File: src/rtl/escaner_teclado.sv
`default_nettype none
// ============================================================================
// Module   : escaner_teclado
// Purpose  : 4x4 matrix keypad scanner with debounce. Drives one active-low
//            column strobe at a time, samples the synchronized row lines once
//            per column dwell, and accepts a key only after REBOTE consecutive
//            matching samples of the same key (one sample per full scan).
//            A release is accepted the same way.
// Ports    : i_Clk        system clock (rising edge)
//            i_Rst_n      asynchronous active-low reset
//            i_Filas[3:0] row lines, active-low, asynchronous to i_Clk
//            o_Cols[3:0]  column strobes, active-low one-hot
//            o_Tecla[3:0] last accepted key code = fila*4 + columna
//            o_Valida     one-cycle pulse on each newly accepted press
//            o_Presionada high from press acceptance to release acceptance
// Revision : 1.0  initial release
// ============================================================================
module escaner_teclado #(
   parameter int DWELL  = 1000,
   parameter int REBOTE = 4
) (
   input  logic       i_Clk,
   input  logic       i_Rst_n,
   input  logic [3:0] i_Filas,
   output logic [3:0] o_Cols,
   output logic [3:0] o_Tecla,
   output logic       o_Valida,
   output logic       o_Presionada
);

   localparam int             CW           = $clog2(DWELL);
   localparam logic [CW-1:0]  C_DWELL_LAST = CW'(DWELL - 1);
   localparam logic [CW-1:0]  C_DWELL_ONE  = CW'(1);
   localparam logic [3:0]     C_REBOTE     = 4'(REBOTE);

   typedef enum logic [1:0] {
      ESCANEO  = 2'd0,
      CONFIRMA = 2'd1,
      SUELTA   = 2'd2
   } estado_t;

   logic [3:0]    r_sync1;
   logic [3:0]    r_sync2;      // filas_s: the only version of the rows used
   logic [CW-1:0] r_dwell;
   logic [1:0]    r_col;
   logic [1:0]    w_col_next;
   logic          w_sample;
   logic          w_cand_sample;
   logic          w_single;
   logic [1:0]    w_fila;
   estado_t       r_state;
   logic [1:0]    r_cand_fila;
   logic [1:0]    r_cand_col;
   logic [3:0]    r_match_cnt;
   logic [3:0]    r_rel_cnt;

   // ------------------------------------------------------------------------
   // Row synchronizer (rows idle high, so reset to all ones)
   // ------------------------------------------------------------------------
   always_ff @(posedge i_Clk or negedge i_Rst_n) begin
      if (!i_Rst_n) begin
         r_sync1 <= 4'hF;
         r_sync2 <= 4'hF;
      end else begin
         r_sync1 <= i_Filas;
         r_sync2 <= r_sync1;
      end
   end

   // ------------------------------------------------------------------------
   // Column scan: runs continuously regardless of the debounce state
   // ------------------------------------------------------------------------
   assign w_col_next = r_col + 2'd1;
   assign w_sample   = (r_dwell == C_DWELL_LAST);

   always_ff @(posedge i_Clk or negedge i_Rst_n) begin
      if (!i_Rst_n) begin
         r_dwell <= '0;
         r_col   <= 2'd0;
         o_Cols  <= 4'b1110;
      end else if (w_sample) begin
         r_dwell <= '0;
         r_col   <= w_col_next;
         // Strobe is decoded from the next index so it stays aligned with r_col
         case (w_col_next)
            2'd0:    o_Cols <= 4'b1110;
            2'd1:    o_Cols <= 4'b1101;
            2'd2:    o_Cols <= 4'b1011;
            default: o_Cols <= 4'b0111;
         endcase
      end else begin
         r_dwell <= r_dwell + C_DWELL_ONE;
      end
   end

   // ------------------------------------------------------------------------
   // Row decode: exactly one low row is a key; none or several is no key
   // ------------------------------------------------------------------------
   always_comb begin
      w_single = 1'b0;
      w_fila   = 2'd0;
      case (r_sync2)
         4'b1110: begin w_single = 1'b1; w_fila = 2'd0; end
         4'b1101: begin w_single = 1'b1; w_fila = 2'd1; end
         4'b1011: begin w_single = 1'b1; w_fila = 2'd2; end
         4'b0111: begin w_single = 1'b1; w_fila = 2'd3; end
         default: begin w_single = 1'b0; w_fila = 2'd0; end
      endcase
   end

   // Once a candidate exists, only its own column's sample matters
   assign w_cand_sample = w_sample && (r_col == r_cand_col);

   // ------------------------------------------------------------------------
   // Debounce state machine with registered outputs
   // ------------------------------------------------------------------------
   always_ff @(posedge i_Clk or negedge i_Rst_n) begin
      if (!i_Rst_n) begin
         r_state      <= ESCANEO;
         r_cand_fila  <= 2'd0;
         r_cand_col   <= 2'd0;
         r_match_cnt  <= 4'd0;
         r_rel_cnt    <= 4'd0;
         o_Tecla      <= 4'd0;
         o_Valida     <= 1'b0;
         o_Presionada <= 1'b0;
      end else begin
         o_Valida <= 1'b0;
         case (r_state)
            ESCANEO: begin
               if (w_sample && w_single) begin
                  r_cand_fila <= w_fila;
                  r_cand_col  <= r_col;
                  r_match_cnt <= 4'd1;
                  r_state     <= CONFIRMA;
               end
            end
            CONFIRMA: begin
               if (w_cand_sample) begin
                  if (w_single && (w_fila == r_cand_fila)) begin
                     if ((r_match_cnt + 4'd1) >= C_REBOTE) begin
                        r_match_cnt  <= C_REBOTE;
                        r_rel_cnt    <= 4'd0;
                        o_Tecla      <= {r_cand_fila, r_cand_col};
                        o_Valida     <= 1'b1;
                        o_Presionada <= 1'b1;
                        r_state      <= SUELTA;
                     end else begin
                        r_match_cnt <= r_match_cnt + 4'd1;
                     end
                  end else begin
                     r_match_cnt <= 4'd0;
                     r_state     <= ESCANEO;
                  end
               end
            end
            SUELTA: begin
               // Only the held key's own row bit decides release; other
               // keys pressed meanwhile are ignored entirely.
               if (w_cand_sample) begin
                  if (r_sync2[r_cand_fila]) begin
                     if ((r_rel_cnt + 4'd1) >= C_REBOTE) begin
                        r_rel_cnt    <= 4'd0;
                        r_match_cnt  <= 4'd0;
                        o_Presionada <= 1'b0;
                        r_state      <= ESCANEO;
                     end else begin
                        r_rel_cnt <= r_rel_cnt + 4'd1;
                     end
                  end else begin
                     r_rel_cnt <= 4'd0;
                  end
               end
            end
            default: r_state <= ESCANEO;
         endcase
      end
   end

endmodule
`default_nettype wire

File: config.mk
export PLATFORM = sky130hd
export DESIGN_NAME = escaner_teclado
export DESIGN_NICKNAME = d
export VERILOG_FILES = /design/src/rtl/escaner_teclado.sv
export SDC_FILE = /design/constraint.sdc
export NUM_CORES = 1
export LEC_CHECK = 0
export CAP_MARGIN = 0
export CORE_UTILIZATION = 45
export CTS_BUF_LIST = sky130_fd_sc_hd__clkbuf_4
export DETAILED_ROUTE_END_ITERATION = 10
export HOLD_SLACK_MARGIN = 0.02
export PLACE_DENSITY = 0.64
export SKIP_CTS_REPAIR_TIMING = 1
export SLEW_MARGIN = 20
export SYNTH_ARGS = -nofsm -noshare
export SYNTH_HDL_FRONTEND = slang
export SYNTH_SLANG_ARGS = --single-unit
File: constraint.sdc
create_clock -name i_Clk -period 5.5 [get_ports i_Clk]
set_clock_uncertainty 0.2 [all_clocks]
set_input_delay 0.55 -clock i_Clk [delete_from_list [all_inputs] [get_ports i_Clk]]
set_output_delay 0.55 -clock i_Clk [all_outputs]
set_load 0.01 [all_outputs]
==> reports/qor.yml, run 1 <==
drt.antenna.violating_nets: 0
start_util_pct: 48.4
timing.final.crit_period_ns: 2.65
num_rows: 24
drt_first_iter_violations: 89
fmax_ghz: 0.377
cp.required_ns: 5.55
place.gp.congestion: 0.797
pwr-share-clk_pct: 30.8
clockBufferDepth: 2
overflow: 0
synthCells: 189
relSlewSlack_pct: 60.5
syn_area_um2: 2180
rsz0062_at_grt: "false"
synthMuxAreaShare_pct: 7.80
synth-async-reset-ratio_pct: 100
path_cells: "ha_1, and4bb_2, and3_1, a31oi_1, a2111oi_4, mux2_4"
p_per_area_nw_per_um2: 205
diodes: 0
core_area_um2: 4500
synth_edf_count: 0
numCtsBuffers: 5
worst_pin_slew_ns: 0.587
die_h_um: 71.6
status: "finished, final reports clean"
drc_errors: 0
syn2layout_area_growth_pct: 12.4
syn_nets: 206
clk_latency_ns: 0.36
fp.dieArea_um2: 5130
dieWidth_um: 71.6
synth-compound-area-share_pct: 12.4
io_buffers: 15
dr.pass1.iters: 4
synthXorXnorAreaFrac_pct: 4.02
final_common_cell: "dfrtp_1"
yosysUniqueCellTypes: 51
post-route-period-util_pct: 48.2
crit_type: "reg -> reg"
io_pins: 16
synth_adder_area_share_pct: 6.31
grt_max_degree: 45
cts_root_buf: "clkbuf_4"
reg2reg_from: "r_dwell[0]"
switchingPower_mw: 0.119
hpwl_um: 2740
crit_path_end_kind: "flop"
cts_tree: "built"
pwr-share-comb_pct: 3.0
path_delay_family: "compound AO/OA/AOI/OAI gates"
htreeDepth: 2
synth_top_family_by_area: "simple AND/OR/NAND/NOR gates"
num_vias: 1463
nets: 227
final_cell_mix: "dfrtp_1 (33), nand2_1 (16), clkdlybuf4s50_1 (14)"
cap_violations: 0
synth_area_per_cell_um2: 11.5
cp_max_fo: 10
wl_per_cell_um: 14.6
cp_num_buf_inv: 0
track_usage_pct: 17.2
min_path_type: "reg -> reg"
finalSetupTns_ns: 0
viasPerCell: 5.56
ys_seq_elements: 44
ys_warn_count: 0
hold_viol: 0
drv_slew: 0
slowest_delay_ns: 0.48
ys.flop_type: "dfrtp_1"
grt_pass1_wl_um: 6830
cp_slowest_cell: "a2111oi_4"
grt_pass1_vias: 1436
antenna_found_initial: 0
layout-drive-gt1-share_pct: 19.0
yosysSeqAreaShare_pct: 51.1
clk_pin_slew_ns: 0.14
clock-sinks: 44
startpoint: "r_dwell[0]"
pwr-share-seq_pct: 66.2
cp.arrival_ns: 2.71
start_kind: "flop"
wl_um: 3840
leakage_nw: 1.09
ir_drop_mv: 0.125
p_sw_share_pct: 23.6
setup_viol: 0
internal_power_mw: 0.383
min-delay-start: "r_sync1[2]"
final_core_util_pct: 54.4
synth-simple-area-share_pct: 16.2
cell type report:
type / instances / area, µm²
Multi-Input combinational cell: 133 / 1020
Clock buffer: 5 / 37.5
Fill cell: 403 / 2050
Sequential cell: 44 / 1110
Clock inverter: 3 / 18.8
Timing Repair Buffer: 16 / 158
Tap cell: 52 / 65.1
Inverter: 10 / 37.5
per-layer routing:
layer | share of wire, % | up-vias | GRT usage, %
met3 | 2.7 | 8 | 4.36
met4 | 1.7 | 0 | 5.66
li1 | - | 722 | -
met2 | 45 | 22 | 26.2
met5 | 0 | - | 0
met1 | 50 | 711 | 24.2
logic make-up (layout without fill, tap and decap cells):
| kind of cell | Yosys count | after routing |
|---|---|---|
| muxes | 14 | 14 |
| AOI/OAI and AO/OA | 36 | 36 |
| and+or+nand+nor | 62 | 62 |
| buffers and inverters | 12 | 34 |
| adders and majority gates | 11 | 11 |
| xor gates and xnor gates | 10 | 10 |
| DFF | 44 | 44 |
worst reg2reg max path, stage by stage, from the launching register on:
cell and delay, ns:
dfrtp_1 0.42, ha_1 0.21, and4bb_2 0.25, and3_1 0.40, a31oi_1 0.26, a2111oi_4 0.48, mux2_4 0.34
power groups by stage:
stage	combinational [mW]	sequential (mW)	clock (mW)
3_5_place_dp	0.0149	0.338	0
4_1_cts	0.0150	0.332	0.162
2_1_floorplan	0.00452	0.337	0
3_3_place_gp	0.0144	0.338	0
6_report	0.0150	0.332	0.155
5_1_grt	0.0174	0.333	0.174
sequential cells by signal (all words and copies together) (netlist names):
signal	cells
o_Valida	1
r_state	2
o_Tecla	4
r_match_cnt	4
r_col	2
r_rel_cnt	4
r_sync1	4
r_cand_col	2
r_cand_fila	2
o_Cols	4
o_Presionada	1
r_sync2	4
r_dwell	10
through the flow:
| step | power, mW | cells | setup slack [ns] | hold slack (ns) | instance area (µm²) |
|---|---|---|---|---|---|
| after floorplan | 0.342 | 189 | 3.15 | 0.0544 | 2180 |
| after global placement | 0.352 | 254 | 2.97 | 0.146 | 2380 |
| after detailed placement | 0.353 | 254 | 2.85 | 0.147 | 2380 |
| after CTS | 0.509 | 262 | 2.84 | 0.154 | 2440 |
| after global routing | 0.524 | 263 | 2.67 | 0.170 | 2450 |
| final | 0.502 | 263 | 2.85 | 0.160 | 2450 |
synthesized netlist by cell type (2+ instances only):
library cell   n  share of area (%)
and3_1         8                2.3
nand3b_1       2               0.69
dfstp_2       11                 13
a21oi_1        4               0.92
nand4_1        3               0.86
o21ai_0       12                2.8
nor2_1         7                1.2
dfrtp_1       33                 38
nand2b_1       2               0.57
nand3_1        5                1.1
o2111ai_1      2               0.80
a211o_1        2               0.80
and4_1         2               0.80
ha_1          11                6.3
xnor2_1        5                2.0
mux2_2        10                5.2
mux2i_1        2               0.92
and2_1         4                1.1
xor2_1         5                2.0
nor2b_1        2               0.57
a31oi_1        2               0.57
nor3_1         2               0.46
nand2_1       16                2.8
a21boi_0       2               0.69
inv_1          9                1.5
final timing paths:
| path | end | slack (ns) | cells past startpoint |
|---|---|---|---|
| min in group asynchronous | r_match_cnt[3] | 0.50 | 2 |
| max in group asynchronous | o_Cols[2] | 4.21 | 2 |
| worst min-delay path | r_sync2[2] | 0.16 | 0 |
| worst min register to register | r_sync2[2] | 0.16 | 0 |
| worst max register to register | r_match_cnt[1] | 2.85 | 6 |
| worst max-delay path | r_match_cnt[1] | 2.85 | 6 |
No activity file was read; power rests on OpenSTA's default activity.
==> run 2: changes to the inputs <==
clock period = 2.55 ns   (was 5.5 ns; I/O delays follow)
==> run 2 against run 1 <==
  * Critical path depth fell by 1
  * Clock power grew to 3.5 times the previous value
  * Sequential power is 120% higher
  * First-iteration DRC count fell by 19%
  * Flip-flop and latch count did not move
  * Sequential share of layout area shrank 1.9 points
  * Fmax grew 9.0%
  * Routed wire length rose by 4.6%
  * Largest cell class unchanged
==> reports/qor.yml, run 2 (synthesis gave the netlist of run 1 again) <==
grt_max_degree: 45
drt.antenna.violating_nets: 0
min_path_type: "in -> reg"
fillCellCount: 381
cp.required_ns: 2.59
status: "finished, final reports clean"
syn2layout_area_growth_pct: 17.2
start_kind: "flop"
ir_drop_mv: 0.255
hpwl_um: 2880
num_rows: 24
overflow: 0
largest_reg_flops: 10
grt_pass1_wl_um: 6900
htreeDepth: 2
relSlewSlack_pct: 36.5
diodes: 0
path_cells: "or3b_1, a211o_1, nand2_1, and4_1, mux2_2"
cp_slowest_cell: "dfstp_2"
start_util_pct: 48.4
io_buffers: 15
cp.arrival_ns: 2.47
setup_viol: 0
drt_first_iter_violations: 72
post-route-period-util_pct: 95.4
track_usage_pct: 17.5
timing.final.crit_period_ns: 2.43
path_delay_family: "simple AND/OR/NAND/NOR gates"
final_common_cell: "dfrtp_1"
numCtsBuffers: 5
final_cell_mix: "dfrtp_1 (33), nand2_1 (16), clkdlybuf4s50_1 (14)"
place_inst: 261
p_per_area_nw_per_um2: 503
viasPerCell: 5.57
fin_total_pwr_mw: 1.29
multi_input_area_um2: 1030
hold_viol: 0
dr.pass1.iters: 4
clk_latency_ns: 0.35
wl_per_cell_um: 14.9
place.gp.congestion: 0.874
fp.dieArea_um2: 5130
layout-drive-gt1-share_pct: 22.9
largest-register: "r_dwell"
drv_slew: 0
clockBufferDepth: 2
cts_tree: "built"
num_vias: 1503
cp_max_fo: 8
ff_latch_area_um2: 1110
cts_root_buf: "clkbuf_4"
clock-sinks: 44
drc_errors: 0
rsz0062_at_grt: "false"
dieWidth_um: 71.6
grt_pass1_vias: 1484
core_area_um2: 4500
crit_type: "reg -> reg"
cp_num_buf_inv: 0
crit_path_end_kind: "flop"
fmax_ghz: 0.411
final_cell_count_no_fill: 270
io_pins: 16
finalSetupTns_ns: 0
cap_violations: 0
die_h_um: 71.6
clk_pin_slew_ns: 0.12
worst_pin_slew_ns: 0.952
leakage_nw: 1.16
slowest_delay_ns: 0.61
antenna_found_initial: 0
wl_um: 4010
nets: 234
## run 2: worst paths after layout
check	from	end	slack, ns	depth (start not counted)
worst max-delay path	r_sync2[1]	o_Tecla[3]	0.12	5
worst min-delay path	i_Filas[3]	r_sync1[3]	0.10	1
worst max register to register	r_sync2[1]	o_Tecla[3]	0.12	5
worst min register to register	r_sync1[3]	r_sync2[3]	0.16	0
max in group asynchronous	i_Rst_n	r_cand_fila[0]	1.17	2
min in group asynchronous	i_Rst_n	r_dwell[6]	0.38	2
## run 2: stage by stage
step	util, %	hold WS [ns]	worst slack [ns]	cell area [µm²]
2_1_floorplan	-	-0.241	0.205	2180
3_3_place_gp	54.1	0.145	0.126	2430
3_5_place_dp	54.1	0.147	0.0623	2430
4_1_cts	56.4	-0.135	0.0547	2540
5_1_grt	56.8	0.0751	0.0159	2560
6_report	56.8	0.102	0.118	2560
## run 2: worst reg2reg max path: stages (launching register included)
cell     delay, ns
dfstp_2       0.61
or3b_1        0.36
a211o_1       0.31
nand2_1       0.14
and4_1        0.35
mux2_2        0.36
## run 2: per-layer routing
layer,global-route usage (%),vias up,share of wire [%]
met2,28.2,35,47
met4,5.88,0,1.3
met3,5.20,5,3.9
li1,-,734,-
met5,0,-,0
met1,22.8,729,48
## run 2: where the power goes
part	total [mW]	leakage, nW	switching [mW]	internal (mW)
combinational	0.0322	0.541	0.0196	0.0126
sequential	0.717	0.562	0.00679	0.710
clock	0.538	0.0559	0.221	0.317
total	1.29	1.16	0.247	1.04
## run 2: layout make-up
class | count | share of cell area (%)
clock inverters | 2 | 2.35
repair buffers | 23 | 8.13
flip-flops and latches | 44 | 43.6
clock buffers | 6 | 1.76
well taps | 52 | 2.55
inverters | 10 | 1.47
multi-input cells | 133 | 40.1
==> run 3: changes to the inputs <==
GPL_TIMING_DRIVEN = 0   (was default)
==> run 3 against run 2 <==
  * Total power fell by 16%
  * Cell count rose by 0.74%
  * Via count fell by 2.4%
  * Non-clock buffer count rose by 2
  * Final area rose by 0.64%
  * Sequential share of layout area fell by 0.28 points
  * Fmax fell by 2.1%
  * Setup slack got worse by 0.052 ns
  * Critical path depth rose by 2
  * Sequential power barely moved
  * Critical path type unchanged
==> reports/qor.yml, run 3 (synthesis gave the netlist of run 1 again) <==
status: "finished, final reports clean"
cap_violations: 0
hold_viol: 0
grt_pass1_wl_um: 6760
final_core_util_pct: 57.1
die_h_um: 71.6
nets: 236
cts_root_buf: "clkbuf_4"
internal_power_mw: 0.831
min_path_type: "in -> reg"
largest_reg_flops: 10
fmax_ghz: 0.402
cp.arrival_ns: 2.53
setup_viol: 0
pwr-share-clk_pct: 30.5
io_pins: 16
dieWidth_um: 71.6
num_rows: 24
p_per_area_nw_per_um2: 422
clk_pin_slew_ns: 0.13
io_buffers: 15
leakage_nw: 1.15
drc_errors: 0
final_area_um2: 2570
slowest_delay_ns: 0.45
place.gp.congestion: 0.798
core_area_um2: 4500
final_cell_mix: "dfrtp_1 (33), nand2_1 (16), clkdlybuf4s50_1 (14)"
pwr-share-seq_pct: 66.1
grt_pass1_vias: 1482
wl_per_cell_um: 14.5
final_common_cell: "dfrtp_1"
post-route-period-util_pct: 97.4
cp_slowest_cell: "dfrtp_1"
path_cells: "inv_1, ha_1, and3_1, a31oi_2, a21oi_1, a2111oi_4, mux2_2"
start_util_pct: 48.4
clk_latency_ns: 0.35
place_inst: 257
overflow: 0
grt_max_degree: 26
ir_drop_mv: 0.381
finalSetupTns_ns: 0
num_vias: 1467
worst_pin_slew_ns: 0.586
viasPerCell: 5.39
layout-drive-gt1-share_pct: 24.5
clock-sinks: 44
pwr-share-comb_pct: 3.4
pre_cts_slack_ns: -0.000825
place_area_um2: 2420
final_cell_count_no_fill: 272
track_usage_pct: 17.1
switchingPower_mw: 0.254
cp_max_fo: 8
numCtsBuffers: 5
hpwl_um: 2870
cp.required_ns: 2.60
crit_path_end_kind: "flop"
drt_first_iter_violations: 62
drt.antenna.violating_nets: 0
reg2reg_depth: 7
diodes: 0
syn2layout_area_growth_pct: 18.0
cts_tree: "built"
relSlewSlack_pct: 60.7
antenna_found_initial: 0
htreeDepth: 2
wl_um: 3950
timing.final.crit_period_ns: 2.48
hold_path_depth: 1
p_sw_share_pct: 23.4
fp.dieArea_um2: 5130
drv_slew: 0
start_kind: "flop"
dr.pass1.iters: 4
fin_ws_ns: 0.0652
clockBufferDepth: 2
crit_type: "reg -> reg"
largest-register: "r_dwell"
-- run 3: layout make-up --
type / instances / area, µm²
buffer: 2 / 11.3
clock inverter: 3 / 18.8
fill: 378 / 1930
clock buffer: 5 / 37.5
inverter: 10 / 37.5
multi-input combinational: 133 / 1060
timing repair buffer: 23 / 228
tap: 52 / 65.1
sequential: 44 / 1110
-- run 3: worst paths after layout --
kind	from	end	slack [ns]
max in group asynchronous	i_Rst_n	o_Cols[1]	1.41
min	i_Filas[0]	r_sync1[0]	0.1
min reg2reg	r_sync1[2]	r_sync2[2]	0.17
max reg2reg	r_state[1]	r_state[0]	0.07
min in group asynchronous	i_Rst_n	r_dwell[8]	0.18
max	r_state[1]	r_state[0]	0.07
-- run 3: power groups by stage --
stage	registers (mW)	logic, mW	clock network (mW)
after floorplan	0.727	0.00974	0
after global placement	0.728	0.0317	0
after detailed placement	0.729	0.0372	0
after CTS	0.717	0.0374	0.351
after global routing	0.718	0.0429	0.370
final	0.717	0.0372	0.331
-- run 3: worst max-delay path: cells and delay by family (launching register included) --
family,cells,cell delay (ns)
AO/OA/AOI/OAI,3,0.78
adder cells (fa/ha/maj),1,0.29
buffers and inverters,1,0.12
flip-flops,1,0.45
multiplexers,1,0.37
AND/OR/NAND/NOR,1,0.18
-- run 3: stage by stage --
| step | hold WS (ns) | power [mW] |
|---|---|---|
| 2_1_floorplan | -0.241 | 0.737 |
| 3_3_place_gp | 0.146 | 0.760 |
| 3_5_place_dp | 0.0427 | 0.766 |
| 4_1_cts | -0.365 | 1.11 |
| 5_1_grt | 0.0883 | 1.13 |
| 6_report | 0.0970 | 1.08 |
-- run 3: routing by layer --
metal | global-route usage, % | share of wire (%) | up-vias
li1 | - | - | 744
met1 | 24.3 | 51 | 701
met2 | 26.0 | 46 | 18
met3 | 3.09 | 2.5 | 4
met4 | 6.97 | 0.71 | 0
met5 | 0 | 0 | -
